[src/rtl/encoder8to3_arb.sv]
// encoder8to3_arb
//   Sequential 8-to-3 encoder with arbitration and a valid/ack handshake.
//   Request lines are captured into a pending register. One pending index at a
//   time is granted and presented as a registered code {x,y,z} with valid.
//   Optional feature macro: ENC_RR_EN (round-robin priority). When it is
//   undefined, the priority is fixed and the highest index wins.
// Parameters:
//   EDGE_DET  1 = capture rising edges of d, 0 = capture d levels every cycle
// Ports:
//   clk      rising-edge clock
//   rst      asynchronous active-high reset
//   d        request lines, d[i] requests code i
//   ack      consumer accepts the presented code (ignored while valid=0)
//   x,y,z    code bits 2,1,0 (held after valid drops)
//   valid    the code is a live grant
//   pending  captured requests that have not been granted yet
//   ovf      sticky: a capture hit a bit that was already pending
module encoder8to3_arb #(
   parameter bit EDGE_DET = 1'b1
) (
   input  logic       clk,
   input  logic       rst,
   input  logic [7:0] d,
   input  logic       ack,
   output logic       x,
   output logic       y,
   output logic       z,
   output logic       valid,
   output logic [7:0] pending,
   output logic       ovf
);

   localparam logic [0:0] StIdle  = 1'b0;
   localparam logic [0:0] StGrant = 1'b1;

   logic [0:0] r_state;
   logic [2:0] r_code;
   logic [7:0] r_pending;
   logic [7:0] r_d_q;
   logic       r_ovf;

   logic [7:0] w_cap;
   logic [7:0] w_clr;
   logic [7:0] w_pending_d;
   logic       w_ack_fire;
   logic       w_ovf_hit;
   logic [2:0] w_sel;
   logic       w_any;

   always_comb begin
      w_cap       = EDGE_DET ? (d & ~r_d_q) : d;
      w_ack_fire  = (r_state == StGrant) && ack;
      w_clr       = w_ack_fire ? (8'd1 << r_code) : 8'd0;
      // A capture wins over a clear on the same bit.
      w_pending_d = (r_pending & ~w_clr) | w_cap;
      w_ovf_hit   = |(w_cap & r_pending & ~w_clr);
   end

`ifdef ENC_RR_EN
   logic [2:0] r_last;
   logic [2:0] w_idx;

   // Search ascends from the index after the last grant and wraps 7 -> 0.
   always_comb begin
      w_sel = 3'd0;
      w_any = 1'b0;
      w_idx = 3'd0;
      for (int i = 1; i <= 8; i++) begin
         w_idx = r_last + 3'(i);
         if (!w_any && r_pending[w_idx]) begin
            w_sel = w_idx;
            w_any = 1'b1;
         end
      end
   end

   // Reset to 7 so the first grant after reset prefers index 0.
   always_ff @(posedge clk or posedge rst) begin
      if (rst) begin
         r_last <= 3'd7;
      end else if (w_ack_fire) begin
         r_last <= r_code;
      end
   end
`else
   // Fixed priority: later (higher) indices overwrite lower ones.
   always_comb begin
      w_sel = 3'd0;
      w_any = |r_pending;
      for (int i = 0; i < 8; i++) begin
         if (r_pending[i]) begin
            w_sel = 3'(i);
         end
      end
   end
`endif

   always_ff @(posedge clk or posedge rst) begin
      if (rst) begin
         r_state   <= StIdle;
         r_code    <= 3'd0;
         r_pending <= 8'd0;
         r_d_q     <= 8'd0;
         r_ovf     <= 1'b0;
      end else begin
         r_d_q     <= d;
         r_pending <= w_pending_d;
         if (w_ovf_hit) begin
            r_ovf <= 1'b1;
         end
         case (r_state)
            StIdle: begin
               // Selection looks at the registered pending set only.
               if (w_any) begin
                  r_code  <= w_sel;
                  r_state <= StGrant;
               end
            end
            StGrant: begin
               if (ack) begin
                  r_state <= StIdle;
               end
            end
            default: r_state <= StIdle;
         endcase
      end
   end

   assign x       = r_code[2];
   assign y       = r_code[1];
   assign z       = r_code[0];
   assign valid   = (r_state == StGrant);
   assign pending = r_pending;
   assign ovf     = r_ovf;

endmodule

[config.mk]
export PLATFORM = sky130hd
export DESIGN_NAME = encoder8to3_arb
export DESIGN_NICKNAME = d
export VERILOG_FILES = /design/src/rtl/encoder8to3_arb.sv
export SDC_FILE = /design/constraint.sdc
export NUM_CORES = 1
export LEC_CHECK = 0
export CORE_MARGIN = 5
export CORE_UTILIZATION = 30
export DETAILED_ROUTE_END_ITERATION = 16
export PLACE_DENSITY_LB_ADDON = 0.25
export SYNTH_ARGS = -nofsm -noshare
export SYNTH_HDL_FRONTEND = slang
export SYNTH_SLANG_ARGS = --single-unit
[constraint.sdc]
create_clock -name clk -period 1.59 [get_ports clk]
set_input_delay 0.159 -clock clk [delete_from_list [all_inputs] [get_ports clk]]
set_output_delay 0.159 -clock clk [all_outputs]
set_load 0.05 [all_outputs]
==> flow_summary.json <==
{
  "busiest_layer": "met2",
  "drtAntennaViolNets": 0,
  "status": "finished, violations left",
  "yosysSeqAreaShare_pct": 61.0,
  "ys_seq_elements": 21,
  "drt_iter0_drc": 23,
  "syn-instance-count": 81,
  "die_w_um": 63.6,
  "fin_crit_sh_pct": 102,
  "cts_buffers": 3,
  "layout_commonest_cell": "buf_4",
  "reg2reg_depth": 5,
  "avgViaCountPerCell": 5.03,
  "cts_num_sinks": 21,
  "vias": 785,
  "peakVddDrop_mv": 0.739,
  "layout-drive-gt1-share_pct": 40.0,
  "p_per_area_nw_per_um2": 1020,
  "initial_core_util_pct": 31.2,
  "port_buffers": 23,
  "clkLatencyLatePin_ps": 300,
  "post-place-ws_ps": -307,
  "power_frac_comb_pct": 33.5,
  "synth_warnings": 0,
  "synthesis.area_um2": 861,
  "critPathCaptureType": "flop",
  "antenna_found_initial": 0,
  "final_cell_mix": "buf_4 (29), dfrtp_1 (17), nand2_1 (10), clkdlybuf4s50_1 (10)",
  "hp-start": "d[4]",
  "critPathKind": "reg2reg",
  "p_seq_share_pct": 48.0,
  "r2r_slack_ps": -30,
  "crit_path_start": "r_code[1]",
  "place_hpwl_um": 1550,
  "p_int_mw": 0.878,
  "fin_crit_ps": 1620,
  "routabilityCongestion": 0.846,
  "p_switching_mw": 0.504,
  "crit_arrival_ps": 1810,
  "clock_power_share_pct": 18.5,
  "finClkSkew_ps": 1.45,
  "grt_start_max_net_pins": 20,
  "hold_class": "in2reg",
  "clk_pin_slew_ps": 110,
  "core-area_um2": 2760,
  "grt_pass1_wl_um": 3620,
  "setup_viol": 1,
  "tightestPinTransition_ps": 473,
  "finalNetCount": 137,
  "clock.fmax_ghz": 0.617,
  "die_height_um": 63.6,
  "hold_violations": 0,
  "grtUsageMet1_pct": 14.2,
  "wl_per_cell_um": 13.9,
  "fin_util_pct": 49.1,
  "finalWorstSetupSlack_ps": -30.0,
  "cts_tree": "yes",
  "grt_usage_pct": 11.0,
  "rsz0062_at_grt": "yes",
  "synth_area_per_cell_um2": 10.6,
  "cp_max_fo": 7,
  "h-tree-depth": 1,
  "die_area_um2": 4040,
  "r2r-end": "ovf",
  "drc": 0,
  "maxSlewViolCount": 0,
  "ys_types": 23,
  "swShare_pct": 36.5,
  "met2_usage_pct": 17.1,
  "totalWireLength_um": 2160,
  "clk_path_buf_depth": 2,
  "maxCapViolCount": 0,
  "static-leakage-power_nw": 0.608,
  "grtUsageMet3_pct": 4.26,
  "violations": "negative setup slack",
  "cp-endpoint": "ovf",
  "place_area_um2": 1180,
  "cp.required_ps": 1780,
  "num_rows": 19,
  "fillCellCount": 268,
  "grt_remaining_overflow": 0,
  "worstSetupStartpointType": "flop",
  "synthesis.nets": 92,
  "final_cell_area_um2": 1360,
  "slew_headroom_pct": 68.2,
  "syn_to_final_growth_pct": 57.4,
  "diodes": 0,
  "clockRootBuffer": "clkbuf_4",
  "r2r_start": "r_code[1]",
  "dr.pass1.iters": 4,
  "io_pins": 24,
  "grt_pass1_vias": 829
}
==> cell families (layout without fill, tap and decap cells) <==
logic type      after synthesis  count (layout)  synth area share [%]
simple gates                 32              32                  18.5
flops                        21              21                  61.0
compound gates               22              22                  17.9
buf+inv                       6              50                  2.62
==> synthesized netlist by cell type <==
master | instances | share of area, %
nand3b_1 | 1 | 0.87
o21bai_1 | 1 | 0.87
nor4_1 | 3 | 2.2
o41ai_1 | 1 | 1.0
o2bb2ai_1 | 1 | 1.0
inv_1 | 6 | 2.6
o21ai_0 | 6 | 3.5
nor2_1 | 6 | 2.6
o31ai_1 | 2 | 1.7
o21a_1 | 1 | 0.87
nand2b_2 | 1 | 1.0
a21oi_1 | 3 | 1.7
o22ai_1 | 2 | 1.5
o41ai_2 | 1 | 1.9
nand3_1 | 1 | 0.58
a21o_2 | 1 | 1.0
o32ai_1 | 2 | 2.0
dfrtp_1 | 21 | 61
nor3_1 | 2 | 1.2
a31oi_1 | 1 | 0.73
or4_1 | 1 | 0.87
nand2_1 | 11 | 4.8
nand2b_1 | 6 | 4.4
==> stage by stage <==
stage	setup TNS, ps	total power [mW]	hold slack (ps)	cells
2_1_floorplan	-48.9	0.871	135	81
6_report	-30.0	1.38	308	156
5_1_grt	-92.7	1.46	298	156
4_1_cts	-26.8	1.38	296	155
3_3_place_gp	-225	1.04	331	143
3_5_place_dp	-307	1.04	336	143
==> power groups by stage <==
stage                     registers, mW  clock network [mW]  logic, mW
final                             0.663               0.256      0.463
after global routing              0.671               0.289      0.498
after CTS                         0.657               0.274      0.452
after detailed placement          0.663                   0      0.380
after global placement            0.661                   0      0.378
after floorplan                   0.775                   0     0.0966
==> worst min path at each step <==
| stage | to | depth (start not counted) | slack (ps) |
|---|---|---|---|
| finish | r_d_q[4] | 1 | 310 |
| global route | r_d_q[4] | 1 | 300 |
| CTS | r_d_q[4] | 1 | 300 |
| detailed placement | r_d_q[2] | 2 | 340 |
| global placement | r_d_q[2] | 2 | 330 |
| floorplan | ovf | 1 | 140 |
==> critical path, stage by stage (launching register included) <==
cell	delay, ps
dfrtp_2	550
nand3b_1	160
buf_4	170
o21ai_2	130
o32ai_1	100
or4_1	400
==> layout make-up <==
cell class / count / area (um2) / share of cell area [%]
sequential: 21 / 533 / 39.3
inverter: 6 / 22.5 / 1.66
tap: 31 / 38.8 / 2.86
timing repair buffer: 40 / 328 / 24.2
clock buffer: 3 / 22.5 / 1.66
clock inverter: 1 / 5.00 / 0.369
multi-input combinational: 54 / 405 / 29.9
==> per-layer routing <==
| metal | vias up | routed length, um |
|---|---|---|
| met4 | 0 | 14 |
| met2 | 21 | 1010 |
| met1 | 379 | 980 |
| met3 | 2 | 151 |
| met5 | - | 0 |
| li1 | 383 | - |
==> registers in the layout, indices dropped and copies added (netlist names) <==
signal / cells
r_code: 3
pending: 8
r_d_q: 8
valid: 1
ovf: 1
==> repair_timing <==
| action | CTS | global route |
|---|---|---|
| setup endpoints to repair | 1 | 4 |
| endpoints found under the hold margin | 2 | 0 |
| resized for setup | 11 | 3 |
| pin swaps | 3 | 1 |
| setup buffers | 7 | 1 |
| hold buffers | 1 | 0 |
No activity file was read; power rests on OpenSTA's default activity.
